--- config.mk ---
export PLATFORM = sky130hd
export DESIGN_NAME = pipe_stage_skid_flat
export DESIGN_NICKNAME = d
export VERILOG_FILES = /design/src/rtl/pipe_stage_skid_pkg.sv /design/src/rtl/pipe_stage_skid_if.sv /design/src/rtl/pipe_stage_skid_slot.sv /design/src/rtl/pipe_stage_skid.sv /design/src/flat_wrapper.sv
export SDC_FILE = /design/constraint.sdc
export NUM_CORES = 1
export LEC_CHECK = 0
export ABC_AREA = 1
export ABC_CLOCK_PERIOD_IN_PS = 4730
export BUFFER_PORTS_ARGS = -buffer_cell sky130_fd_sc_hd__buf_4
export CORE_MARGIN = 2
export CORE_UTILIZATION = 50
export CTS_BUF_LIST = sky130_fd_sc_hd__clkbuf_8
export DETAILED_ROUTE_END_ITERATION = 10
export GPL_TIMING_DRIVEN = 0
export PLACE_DENSITY_LB_ADDON = 0.2
export RECOVER_POWER = 100
export SLEW_MARGIN = 20
export SYNTH_ARGS = -nofsm -noshare
export SYNTH_HDL_FRONTEND = slang
export SYNTH_SLANG_ARGS = --single-unit
--- constraint.sdc ---
create_clock -name clk -period 4.73 [get_ports clk]
set_input_delay 0.946 -clock clk [delete_from_list [all_inputs] [get_ports clk]]
set_output_delay 0.946 -clock clk [all_outputs]
set_load 0.005 [all_outputs]
--- src/rtl/pipe_stage_skid_pkg.sv ---
// pipe_stage_skid_pkg: D/E bundle layout and default stage clear constants
package pipe_stage_skid_pkg;
  localparam int DE_W = 178;
  typedef struct packed {
    logic [31:0] rd1;
    logic [31:0] rd2;
    logic [31:0] pc;
    logic [4:0]  rs1;
    logic [4:0]  rs2;
    logic [4:0]  rd;
    logic [31:0] imm_ext;
    logic [31:0] pc_plus4;
    logic [2:0]  func3;
  } de_t;
  localparam logic [DE_W-1:0] DE_CLR_VAL  = '0;
  localparam logic [DE_W-1:0] DE_CLR_MASK = '1;
  function automatic logic [DE_W-1:0] de_pack(de_t f);
    return f;
  endfunction
  function automatic de_t de_unpack(logic [DE_W-1:0] v);
    return v;
  endfunction
endpackage

--- src/rtl/pipe_stage_skid_if.sv ---
// pipe_stage_skid_if: valid/ready/data handshake between pipeline stages
interface pipe_stage_skid_if import pipe_stage_skid_pkg::*; #(
  parameter int WIDTH = DE_W
);
  logic             valid;
  logic             ready;
  logic [WIDTH-1:0] data;
  modport master(output valid, data, input ready);
  modport slave(input valid, data, output ready);
endinterface

--- src/rtl/pipe_stage_skid_slot.sv ---
// pipe_stage_skid_slot: one payload register plus valid flag with reset and masked flush clear
module pipe_stage_skid_slot #(
  parameter int               WIDTH    = 8,
  parameter logic [WIDTH-1:0] CLR_MASK = '1,
  parameter logic [WIDTH-1:0] CLR_VAL  = '0
) (
  input  logic             clk,
  input  logic             reset,
  input  logic             flush,
  input  logic             ld,
  input  logic             vld_n,
  input  logic [WIDTH-1:0] d,
  output logic             valid,
  output logic [WIDTH-1:0] data
);
  logic             valid_d, valid_q;
  logic [WIDTH-1:0] data_d, data_q;
  always_comb begin
    valid_d = ~flush & vld_n;
    data_d  = flush ? (data_q & ~CLR_MASK) | (CLR_VAL & CLR_MASK) : ld ? d : data_q;
  end
  always_ff @(posedge clk) begin
    if (!reset) begin
      valid_q <= 1'b0;
      data_q  <= CLR_VAL;
    end else begin
      valid_q <= valid_d;
      data_q  <= data_d;
    end
  end
  assign valid = valid_q;
  assign data  = data_q;
endmodule

--- src/rtl/pipe_stage_skid.sv ---
// pipe_stage_skid: pipeline register with 2-entry skid buffer, masked flush and flushed-beat counter
module pipe_stage_skid import pipe_stage_skid_pkg::*; #(
  parameter int               WIDTH    = DE_W,
  parameter logic [WIDTH-1:0] CLR_MASK = {WIDTH{1'b1}},
  parameter logic [WIDTH-1:0] CLR_VAL  = '0,
  parameter int               CNT_W    = 8
) (
  input  logic               clk,
  input  logic               reset,
  input  logic               flush,
  pipe_stage_skid_if.slave   up,
  pipe_stage_skid_if.master  dn,
  output logic [1:0]         occupancy,
  output logic [CNT_W-1:0]   flush_drop
);
  logic             skid_valid, main_free, in_fire;
  logic             main_ld, main_vld, skid_ld, skid_vld;
  logic [WIDTH-1:0] skid_data, main_d;
  logic [CNT_W:0]   drop_sum;
  logic [CNT_W-1:0] drop_d, drop_q;
  assign up.ready = reset & ~flush & ~skid_valid;
  always_comb begin
    in_fire   = up.valid & up.ready;
    main_free = ~dn.valid | dn.ready;
    main_ld   = main_free & (skid_valid | in_fire);
    main_vld  = main_free ? skid_valid | in_fire : 1'b1;
    main_d    = skid_valid ? skid_data : up.data;
    skid_ld   = in_fire & (~main_free | skid_valid);
    skid_vld  = main_free ? skid_valid & in_fire : skid_valid | in_fire;
    // beats lost to flush: a stalled main beat plus any skid beat
    drop_sum  = {1'b0, drop_q} + (CNT_W+1)'(dn.valid & ~dn.ready) + (CNT_W+1)'(skid_valid);
    drop_d    = flush ? (drop_sum[CNT_W] ? '1 : drop_sum[CNT_W-1:0]) : drop_q;
    occupancy = {1'b0, dn.valid} + {1'b0, skid_valid};
  end
  always_ff @(posedge clk) begin
    if (!reset) drop_q <= '0;
    else drop_q <= drop_d;
  end
  assign flush_drop = drop_q;
  pipe_stage_skid_slot #(.WIDTH(WIDTH), .CLR_MASK(CLR_MASK), .CLR_VAL(CLR_VAL)) u_main (
    .clk(clk), .reset(reset), .flush(flush), .ld(main_ld), .vld_n(main_vld),
    .d(main_d), .valid(dn.valid), .data(dn.data)
  );
  pipe_stage_skid_slot #(.WIDTH(WIDTH), .CLR_MASK(CLR_MASK), .CLR_VAL(CLR_VAL)) u_skid (
    .clk(clk), .reset(reset), .flush(flush), .ld(skid_ld), .vld_n(skid_vld),
    .d(up.data), .valid(skid_valid), .data(skid_data)
  );
endmodule
--- src/flat_wrapper.sv ---
// flat-port wrapper written by rule: the top's interface ports become plain ports
module pipe_stage_skid_flat import pipe_stage_skid_pkg::*;
#(
  parameter int               WIDTH    = DE_W,
  parameter logic [WIDTH-1:0] CLR_MASK = {WIDTH{1'b1}},
  parameter logic [WIDTH-1:0] CLR_VAL  = '0,
  parameter int               CNT_W    = 8
)
  (clk, reset, flush, occupancy, flush_drop, up_valid, up_data, up_ready, dn_valid, dn_data, dn_ready);
  pipe_stage_skid_if #(.WIDTH(WIDTH)) up_i ();
  pipe_stage_skid_if #(.WIDTH(WIDTH)) dn_i ();
  input  logic clk;
  input  logic reset;
  input  logic flush;
  output logic [1:0] occupancy;
  output logic [CNT_W-1:0] flush_drop;
  input wire logic [$bits(up_i.valid)-1:0] up_valid;
  input wire logic [$bits(up_i.data)-1:0] up_data;
  output wire logic [$bits(up_i.ready)-1:0] up_ready;
  output wire logic [$bits(dn_i.valid)-1:0] dn_valid;
  output wire logic [$bits(dn_i.data)-1:0] dn_data;
  input wire logic [$bits(dn_i.ready)-1:0] dn_ready;
  assign up_i.valid = up_valid;
  assign up_i.data = up_data;
  assign up_ready = up_i.ready;
  assign dn_valid = dn_i.valid;
  assign dn_data = dn_i.data;
  assign dn_i.ready = dn_ready;
  pipe_stage_skid #(.WIDTH(WIDTH), .CLR_MASK(CLR_MASK), .CLR_VAL(CLR_VAL), .CNT_W(CNT_W)) u_core (.clk(clk), .reset(reset), .flush(flush), .up(up_i), .dn(dn_i), .occupancy(occupancy), .flush_drop(flush_drop));
endmodule
=== Word level (Yosys, flattened, before mapping) ===
Cells that the tools add are included.

* Flip-flop bits (word level): 366
* Output and inout port bits: 190
* Word-level logic and storage cells: 31
* Input bits: 183

* Mux-type cells: 4
* Add/sub/neg operators: 3
* Bitwise operators: 18
* Reduce and logical (&&, ||, !) cells: 1

{| class="wikitable"
|+ Operator list
! operator !! count
|-
| $mux 178 || 1
|-
| $add 8x9->9 || 1
|-
| $add 9x1->9 || 1
|-
| $and 1x9->9 || 1
|-
| $not 1->9 || 1
|-
| $and 1x1->1 || 8
|-
| $mux 8 || 1
|-
| $not 1->1 || 5
|-
| $or 1x1->1 || 3
|-
| $add 1x1->2 || 1
|-
| $mux 1 || 2
|-
| $reduce_or 2->1 || 1
|}

=== Longest topological paths before layout ===
Gate-level depths: netlist of run 1.

* Depth after elaboration: 7
* Depth in mapped cells: 12
* Depth with buffers taken out: 12

=== By module ===
A second synthesis of run 1 with hierarchy kept.

* Cells, all modules: 2196
* Area total of the unflattened synthesis: 15087.0 sq um

{| class="wikitable"
|+ Modules (own cells, without submodules)
! module !! area each (sq um) !! cells each !! times used
|-
| pipe_stage_skid_slot || 6207.2 || 776 || 2
|-
| pipe_stage_skid || 2672.6 || 644 || 1
|}

=== Worst setup path before layout of run 1 ===
No wires, ideal clock.

* Kind: input to register
* From: input port dn_ready
* To: register u_core.drop_q[3] (netlist: u_core.flush_drop[3])
* Path slack: 2.246 ns
* Cell stages on the path: 12
* Path buffers: 0
* Arrival: 2.413 ns
* Path through: inv_2 nand2_1 xor2_1 inv_1 ha_1 inv_1 nand2_1 ha_1 nand3_1 nor3_1 nand3_1 a21oi_1

* Cells in the longest elaborated chain, start to end: 5

{| class="wikitable"
|+ RTL lines
! element !! line !! text
|-
| start, declared || flat_wrapper.sv:22 || <nowiki>input wire logic [$bits(dn_i.ready)-1:0] dn_ready;</nowiki>
|-
| $not 1->9 || pipe_stage_skid.sv:31 || <nowiki>drop_sum = {1'b0, drop_q} + (CNT_W+1)'(dn.valid & ~dn.ready) + (CNT_W+1)'(skid_valid);</nowiki>
|-
| $and 1x9->9 || pipe_stage_skid.sv:31 ||
|-
| $add 8x9->9 || pipe_stage_skid.sv:31 ||
|-
| $add 9x1->9 || pipe_stage_skid.sv:31 ||
|-
| $mux 8 || pipe_stage_skid.sv:32 || <nowiki>drop_d = flush ? (drop_sum[CNT_W] ? '1 : drop_sum[CNT_W-1:0]) : drop_q;</nowiki>
|-
| end signal, assigned || pipe_stage_skid.sv:37 || <nowiki>else drop_q <= drop_d;</nowiki>
|-
| end, declared || pipe_stage_skid.sv:20 || <nowiki>logic [CNT_W-1:0] drop_d, drop_q;</nowiki>
|}

Every way passes these cells.
A chain may end at the register's enable or synchronous reset.

=== Worst setup path after layout of run 1 ===
* From: register u_core.u_skid.valid_q (netlist: u_core.u_skid.valid)
* To: register u_core.u_main.data_q[79] (netlist: u_core.u_main.data[79])

* Cells in the longest elaborated chain, start to end: 5

{| class="wikitable"
|+ RTL lines
! element !! line !! text
|-
| start, declared || pipe_stage_skid_slot.sv:16 || <nowiki>logic valid_d, valid_q;</nowiki>
|-
| start signal, assigned || pipe_stage_skid_slot.sv:27 || <nowiki>valid_q <= valid_d;</nowiki>
|-
| $not 1->1 || pipe_stage_skid.sv:21 || <nowiki>assign up.ready = reset & ~flush & ~skid_valid;</nowiki>
|-
| $and 1x1->1 || pipe_stage_skid.sv:21 ||
|-
| $and 1x1->1 || pipe_stage_skid.sv:23 || <nowiki>in_fire = up.valid & up.ready;</nowiki>
|-
| $or 1x1->1 || pipe_stage_skid.sv:25 || <nowiki>main_ld = main_free & (skid_valid | in_fire);</nowiki>
|-
| $and 1x1->1 || pipe_stage_skid.sv:25 ||
|-
| end signal, assigned || pipe_stage_skid_slot.sv:28 || <nowiki>data_q <= data_d;</nowiki>
|-
| end, declared || pipe_stage_skid_slot.sv:17 || <nowiki>logic [WIDTH-1:0] data_d, data_q;</nowiki>
|}

Parallel ways exist; a longest one is shown, timed or not.

==> run summary, run 1 <==
FF-to-FF End - u_core.u_main.data[79]$_SDFFE_PP0P_
DR WL/cell - 14.5 um
Clock root buffer - clkbuf_8
Clock latency reported for the late side of the worst-skew pair - 0.59 ns
Tightest Pin Transition - 1.22 ns
WHS Path Cells - 2
Die Span Y - 177 um
Rows - 63
Status - finished clean
Fin nets - 2808
Max frequency - 300 MHz
CTS tree - done
Setup-failing EPs final - 0
Dpl cells - 2953
Min-delay worst type - reg2reg
Cell depth of the worst flop-to-flop path - 9
Slew headroom - 19.0%
Synthesized area - 0.0150 mm2
H-Tree Depth - 2
Largest net degree at the start of global routing - 15
Origin of the critical flop-to-flop path - u_core.u_skid.valid$_SDFF_PN0_
Most frequent cells in the layout - nor2_1, nand2_1, dfxtp_1, o21ai_1, buf_4
CP Max Fanout - 10
Startpoint types - flop
GRT met2 Usage - 46.2%
Die area - 0.0313 mm2
Post-cts gate resize count - 0
Slew Limit Fails - 0
Worst EP required - 5.25 ns
First-pass GRT wire length - 69700 um
Synth Register Bits - 366
Gate Count Post-Synth - 2191
Via count - 15200
Initial DRC Count - 1041
Crit end category - flop
CP max stage delay - 0.93 ns
GR peak layer - met2
Power per cell area - 333 mW/mm2
Post-CTS Setup Bufs - 0
Levels on crit path - 9
Hold Path Origin - u_core.u_main.data[105]$_SDFFE_PP0P_
Hold_buf cts - 0
Crit-path cells - clkbuf_1 -> inv_1 -> nand2_1 -> nand2_1 -> clkinvlp_2 -> clkbuf_1 -> buf_6 -> nor2_1 -> nor2_1
Dpl hpwl - 32400 um
CP Launch Point - u_core.u_skid.valid$_SDFF_PN0_
Port Buffers - 372
Total Power - 6.33 mW
Portion of netlist area occupied by mux cells - 0%
Post-layout min period - 3.33 ns
Average cell area after synthesis - 6.83 um2
Buffer depth of the longest clock path - 3
Vias per cell - 4.99
Residual DRC - 0
Layout area overhead - 27.3%
Count of final hold-check violations - 0
Final wirelength - 44300 um
Vias in the first global route - 14100
Setup TNS - 0 ns
CP delay by family, top - buffers and inverters
Yosys warns - 0
Peak supply drop - 0.213 mV
Commonest non-fill, non-tap cell in the layout - nor2_1
FILL cells - 2804
Clock skew - 0.0128 ns
GR Util met1 - 33.7%
Worst R2R Setup Slack - 1.40 ns
Register area - 0.00733 mm2
Slowest CP cell - clkbuf_1
Yosys cell types - 26
Multi-input gate area - 0.00674 mm2
Die span in x - 177 um
Overall Global Routing Usage - 27.6%
Number of clock sinks - 366
Kind of critical path - reg2reg
Synth Area in Adders - 0.251%
Core area - 0.0296 mm2
Filler-free cell count of the finished design - 3051
Num ports - 373
Sequential area share after synthesis - 49.0%
Compound-gate portion of the synthesized area - 12.3%
Min-Delay Endpoint - u_core.u_main.data[105]$_SDFFE_PP0P_
Clock buffer count from CTS - 57
Clock transition at path regs - 0.06 ns
# Max-Cap Violations - 0
RSZ-0062 raised after global routing - false
GPL Wtd Cong - 0.884
Starting Density - 50.6%
Post-synthesis simple-gate area fraction - 32.5%
Fin util - 64.4%
Drt first pass iters - 6
Grt total ovfl - 0
Post-Synth XOR/XNOR Area - 0.176%
Met3 usage - 6.70%
Synth Net Count - 2377
Initial antenna violation count - 1
Largest family of logic cells by synthesized area - simple AND/OR/NAND/NOR gates
Fin crit share - 70.4%
WP data arrival - 3.85 ns
Buffers and inverters on the worst path - 5
WHS - 0.478 ns
Static Leak - 8.07 nW
Final ANT Viol Nets - 0
Share of layout cells above drive strength 1 - 16.8%
==> cell type report <==
class                           count  share of cell area, %
Timing Repair Buffer              372                   13.4
Sequential cell                   366                   38.5
Antenna cell                        1                 0.0131
Clock buffer                       79                   5.71
Multi-Input combinational cell   1656                   35.4
Buffer                            154                   3.75
Clock inverter                     18                  0.394
Inverter                           15                  0.302
Tap cell                          390                   2.56
==> registers in the layout (all words and copies together), names as in the netlist <==
register,count
u_core.u_main.valid,1
u_core.u_skid.data,178
u_core.flush_drop,8
u_core.u_skid.valid,1
u_core.u_main.data,178
==> cells by family after synthesis <==
logic type / after synthesis
AOI/OAI and AO/OA: 368
xor gates and xnor gates: 3
adders and majority gates: 3
buffers and inverters: 169
DFF: 366
and+or+nand+nor: 1282
==> per-stage QoR <==
| stage | setup slack (ns) | area (um2) |
|---|---|---|
| after floorplan | 2.25 | 15000 |
| after global placement | 1.87 | 18200 |
| after detailed placement | 1.78 | 18200 |
| after CTS | 2.28 | 19400 |
| after global routing | 1.20 | 19000 |
| final | 1.40 | 19000 |
==> layer usage <==
| metal | vias to the layer above | routed length [um] |
|---|---|---|
| met5 | - | 0 |
| met4 | 0 | 1620 |
| met3 | 109 | 3540 |
| met2 | 505 | 20800 |
| met1 | 6853 | 18300 |
| li1 | 7754 | - |
==> cells in the mapped netlist <==
library cell	count	area, um2
o21ai_1	279	1400
clkbuf_2	2	10.0
ha_1	3	37.5
o21ai_0	81	405
xor2_1	2	17.5
nor2_1	721	2710
nand3_2	1	10.0
buf_1	5	18.8
clkbuf_1	65	244
nand4_1	3	18.8
inv_1	9	33.8
nand3_1	6	30.0
nor3_1	1	5.00
inv_2	5	18.8
a21oi_1	7	35.0
clkinv_2	1	5.00
a31oi_1	1	6.26
nor2_4	1	11.3
xnor2_1	1	8.76
nand2_2	3	18.8
buf_6	13	146
nand2_4	1	11.3
buf_2	52	260
buf_4	17	128
nand2_1	545	2050
dfxtp_1	366	7330
==> worst max path at each step <==
stage	slack [ns]	end
floorplan	2.25	u_core.flush_drop[3]$_SDFFE_PN0P_
global placement	1.87	u_core.flush_drop[3]$_SDFFE_PN0P_
detailed placement	1.78	u_core.flush_drop[5]$_SDFFE_PN0P_
CTS	2.28	up_ready
global route	1.20	u_core.u_main.data[98]$_SDFFE_PP0P_
finish	1.40	u_core.u_main.data[79]$_SDFFE_PP0P_
==> worst register-to-register path: stages, from the launching register on <==
cell	delay [ns]
dfxtp_1	0.38
clkbuf_1	0.43
inv_1	0.32
nand2_1	0.17
nand2_1	0.26
clkinvlp_2	0.36
clkbuf_1	0.93
buf_6	0.25
nor2_1	0.05
nor2_1	0.11
==> power breakdown <==
group	switching [mW]	internal, mW	total [mW]
clock	1.20	1.46	2.66
sequential	0.0209	3.12	3.14
combinational	0.287	0.242	0.529
No activity file was read; power rests on OpenSTA's default activity.
==> inputs of run 2 (changes only) <==
- ABC_CLOCK_PERIOD_IN_PS: 4730 -> 3300
- clock period: 4.73 -> 3.3 ns (I/O delays scaled with it)
==> run 2 against run 1 <==
Net effect: total power increased by 43%; clock power increased by 43%; die area unchanged; sequential share of layout area shrank 0.083 points; maximum frequency up 24%; final cell count unchanged; largest power group unchanged; highest routed layer unchanged.
==> run summary, run 2 (synthesized netlist as in run 1, its figures left out) <==
Rows - 63
Fin nets - 2808
Final ANT Viol Nets - 0
Most frequent cells in the layout - nor2_1, nand2_1, dfxtp_1, o21ai_1, buf_4
Min-Delay Endpoint - u_core.u_skid.data[54]$_SDFFE_PP0P_
GPL Wtd Cong - 0.884
Kind of critical path - reg2reg
Crit end category - flop
Commonest non-fill, non-tap cell in the layout - nor2_1
Status - finished clean
Startpoint types - flop
Grt total ovfl - 0
Worst R2R Setup Slack - 0.60 ns
Starting Density - 50.6%
Post-layout min period - 2.70 ns
Slew Limit Fails - 0
Min-delay worst type - in2reg
Clock latency reported for the late side of the worst-skew pair - 0.59 ns
CP Max Fanout - 10
Fin util - 64.6%
Setup-failing EPs final - 0
Buffer depth of the longest clock path - 3
Largest net degree at the start of global routing - 15
Vias per cell - 4.98
Clock skew - 0.0109 ns
Slew headroom - 47.0%
RSZ-0062 raised after global routing - false
Post-cts gate resize count - 0
Drt first pass iters - 7
WHS Path Cells - 3
Cell depth of the worst flop-to-flop path - 9
WP data arrival - 3.21 ns
Hold_buf cts - 0
Residual DRC - 0
Final wirelength - 44200 um
Die Span Y - 177 um
FF-to-FF End - u_core.u_main.data[138]$_SDFFE_PP0P_
Static Leak - 8.10 nW
Via count - 15200
Origin of the critical flop-to-flop path - u_core.u_skid.valid$_SDFF_PN0_
CP delay by family, top - buffers and inverters
FILL cells - 2795
CP max stage delay - 0.53 ns
Share of layout cells above drive strength 1 - 17.3%
Hold Path Origin - up_data[54]
Peak supply drop - 0.305 mV
Overall Global Routing Usage - 27.6%
Initial antenna violation count - 1
Dpl hpwl - 32400 um
Worst EP required - 3.81 ns
Number of clock sinks - 366
H-Tree Depth - 2
Final worst setup slack - 0.603 ns
Max frequency - 371 MHz
Setup TNS - 0 ns
CTS tree - done
Clock buffer count from CTS - 57
Post-route cell area - 0.0191 mm2
Clock transition at path regs - 0.06 ns
Crit-path cells - clkbuf_1 -> inv_1 -> nand2_1 -> nand2_4 -> clkinvlp_2 -> clkbuf_2 -> buf_6 -> nor2_1 -> nor2_1
Num ports - 373
First-pass GRT wire length - 69700 um
WHS - 0.315 ns
Tightest Pin Transition - 0.795 ns
Total Power - 9.08 mW
# Max-Cap Violations - 0
Filler-free cell count of the finished design - 3051
Slowest CP cell - clkbuf_2
Dpl ws - 0.633 ns
Placed Area - 0.0182 mm2
Power per cell area - 476 mW/mm2
Crit-path most repeated cell - nor2_1
Layout area overhead - 27.6%
Post-CTS Setup Bufs - 0
Port Buffers - 372
Dpl cells - 2953
Die area - 0.0313 mm2
Buffers and inverters on the worst path - 5
Fin crit share - 81.7%
Initial DRC Count - 1068
Die span in x - 177 um
Count of final hold-check violations - 0
Core area - 0.0296 mm2
Clock root buffer - clkbuf_8
Vias in the first global route - 14100
DR WL/cell - 14.5 um
run 2: cell count changes in the layout (fill, tap and decap cells not counted), sizes merged:
cell    previous run  this run
clkbuf           366       359
buf              239       246
run 2: area by class of cell:
class | count | area, um2 | area share, %
flip-flops and latches | 366 | 7330 | 38.4
multi-input cells | 1656 | 6750 | 35.4
repair buffers | 372 | 2560 | 13.4
clock buffers | 79 | 1090 | 5.70
plain buffers | 154 | 742 | 3.89
well taps | 390 | 488 | 2.56
clock inverters | 18 | 75.1 | 0.393
inverters | 15 | 57.6 | 0.302
diodes | 1 | 2.50 | 0.0131
run 2: worst min-delay path, delay by kind of cell:
kind,cells,cell delay [ns]
buf+inv,1,0.08
simple gates,1,0.07
compound gates,1,0.06
run 2: worst max path at each step:
stage,start,endpoint,cells past startpoint
final,u_core.u_skid.valid$_SDFF_PN0_,u_core.u_main.data[138]$_SDFFE_PP0P_,9
after global routing,u_core.u_skid.valid$_SDFF_PN0_,u_core.u_main.data[98]$_SDFFE_PP0P_,9
after CTS,u_core.u_main.valid$_SDFF_PN0_,u_core.flush_drop[3]$_SDFFE_PN0P_,11
after detailed placement,dn_ready,u_core.flush_drop[5]$_SDFFE_PN0P_,13
after global placement,dn_ready,u_core.flush_drop[3]$_SDFFE_PN0P_,13
after floorplan,dn_ready,u_core.flush_drop[3]$_SDFFE_PN0P_,12
run 2: report_power, final:
group / switching [mW] / total, mW / internal [mW]
logic: 0.412 / 0.761 / 0.349
clock network: 1.71 / 3.81 / 2.10
registers: 0.0298 / 4.50 / 4.47
total: 2.16 / 9.08 / 6.92
run 2: metal layers:
| metal | up-vias | global-route usage, % | wire length [um] |
|---|---|---|---|
| li1 | 7753 | - | - |
| met1 | 6833 | 33.7 | 18300 |
| met2 | 506 | 46.2 | 20800 |
| met3 | 108 | 6.70 | 3530 |
| met4 | 0 | 11.7 | 1590 |
| met5 | - | 0 | 0 |
==> inputs of run 3 (changes only) <==
- ABC_CLOCK_PERIOD_IN_PS: 3300 -> 2580
- clock period: 3.3 -> 2.58 ns (I/O delays scaled with it)
==> run 3 against run 2 <==
Net effect: sequential share of layout area is essentially flat; critical path depth is the same; final cell count is the same; maximum frequency grew 13%; register-to-register slack lost 0.42 ns; via count grew 0.40%; clock power grew 28%; clock skew grew 0.0064 ns; worst hold slack lost 0.14 ns; clock-buffer cell count is the same; flip-flop and latch count is the same; critical endpoint is now u_core.u_main.data[134]$_SDFFE_PP0P_.
==> run summary, run 3 (synthesized netlist as in run 1, its figures left out) <==
Dpl hpwl - 32400 um
WHS - 0.171 ns
Overall Global Routing Usage - 27.6%
Slew headroom - 44.1%
Via count - 15300
Initial DRC Count - 1104
Clock transition at path regs - 0.07 ns
Core area - 0.0296 mm2
Tightest Pin Transition - 0.839 ns
Num ports - 373
Post-cts gate resize count - 0
Clock root buffer - clkbuf_8
Worst R2R Setup Slack - 0.18 ns
GPL Wtd Cong - 0.884
Most frequent cells in the layout - nor2_1, nand2_1, dfxtp_1, o21ai_1, buf_4
Clock buffer count from CTS - 57
Fin util - 64.6%
Filler-free cell count of the finished design - 3051
Buffer depth of the longest clock path - 3
# Max-Cap Violations - 0
Vias per cell - 5.00
Worst EP required - 3.05 ns
Count of final hold-check violations - 0
Drt first pass iters - 7
Port Buffers - 372
CP max stage delay - 0.38 ns
Die area - 0.0313 mm2
WHS Path Cells - 3
Status - finished clean
DR WL/cell - 14.5 um
Post-layout min period - 2.40 ns
Crit-path cells - buf_2 -> inv_1 -> nand2_2 -> nand2_4 -> clkinvlp_2 -> clkbuf_4 -> clkbuf_2 -> nor2_1 -> nor2_1
Buffers and inverters on the worst path - 5
Setup TNS - 0 ns
H-Tree Depth - 2
Slew Limit Fails - 0
Dpl cells - 2953
Peak supply drop - 0.392 mV
Fin crit share - 92.9%
Max frequency - 417 MHz
Vias in the first global route - 14100
Commonest non-fill, non-tap cell in the layout - nor2_1
Slowest CP cell - clkbuf_4
Dpl ws - 0.0570 ns
CP delay by family, top - buffers and inverters
Starting Density - 50.6%
Setup-failing EPs final - 0
Post-CTS Setup Bufs - 0
WP data arrival - 2.87 ns
Die Span Y - 177 um
Layout area overhead - 27.6%
Hold_buf cts - 0
Residual DRC - 0
CTS tree - done
Number of clock sinks - 366
Grt total ovfl - 0
CP Max Fanout - 10
Clock latency reported for the late side of the worst-skew pair - 0.59 ns
First-pass GRT wire length - 69700 um
Rows - 63
Startpoint types - flop
Final wirelength - 44400 um
Largest net degree at the start of global routing - 15
Min-delay worst type - in2reg
Die span in x - 177 um
Fin nets - 2808
Power per cell area - 608 mW/mm2
Kind of critical path - reg2reg
Crit-path most repeated cell - nor2_1
RSZ-0062 raised after global routing - false
Levels on crit path - 9
Static Leak - 8.15 nW
Initial antenna violation count - 1
Cell depth of the worst flop-to-flop path - 9
Clock skew - 0.0174 ns
Final ANT Viol Nets - 0
Final worst setup slack - 0.184 ns
Share of layout cells above drive strength 1 - 17.9%
Crit end category - flop
## run 3: changes by cell type in the layout (fill, tap and decap cells not counted), sizes merged
cell	previous run	this run
buf	246	249
clkbuf	359	356
## run 3: final timing paths
path,start,endpoint
worst max-delay path,u_core.u_skid.valid$_SDFF_PN0_,u_core.u_main.data[134]$_SDFFE_PP0P_
worst min-delay path,up_data[47],u_core.u_skid.data[47]$_SDFFE_PP0P_
worst max register to register,u_core.u_skid.valid$_SDFF_PN0_,u_core.u_main.data[134]$_SDFFE_PP0P_
worst min register to register,u_core.u_main.data[105]$_SDFFE_PP0P_,u_core.u_main.data[105]$_SDFFE_PP0P_
## run 3: through the flow
step	cell area (um2)	total power, mW
final	19100	11.6
after global routing	19100	12.1
after CTS	19400	11.7
after detailed placement	18200	6.88
after global placement	18200	6.86
after floorplan	15000	6.37
## run 3: power by group
group / total, mW / switching [mW] / internal (mW)
clock network: 4.88 / 2.20 / 2.69
registers: 5.76 / 0.0383 / 5.72
logic: 0.969 / 0.527 / 0.443
total: 11.6 / 2.76 / 8.85
## run 3: area by class of cell
class | instances | area (um2)
repair buffers | 372 | 2560
inverters | 15 | 57.6
clock buffers | 79 | 1090
clock inverters | 18 | 75.1
flip-flops and latches | 366 | 7330
fillers | 2792 | 10500
plain buffers | 154 | 733
well taps | 390 | 488
diodes | 1 | 2.50
multi-input cells | 1656 | 6760
## run 3: per-layer routing
layer	vias up	wire, um	global-route usage (%)
met5	-	0	0
met2	531	20800	46.2
met1	6878	18400	33.7
li1	7745	-	-
met4	0	1610	11.7
met3	107	3550	6.70
## run 3: worst register-to-register path: stages (launching register included)
cell        delay (ns)
dfxtp_1           0.34
buf_2             0.21
inv_1             0.31
nand2_2           0.13
nand2_4           0.15
clkinvlp_2        0.34
clkbuf_4          0.38
clkbuf_2          0.24
nor2_1            0.13
nor2_1            0.06
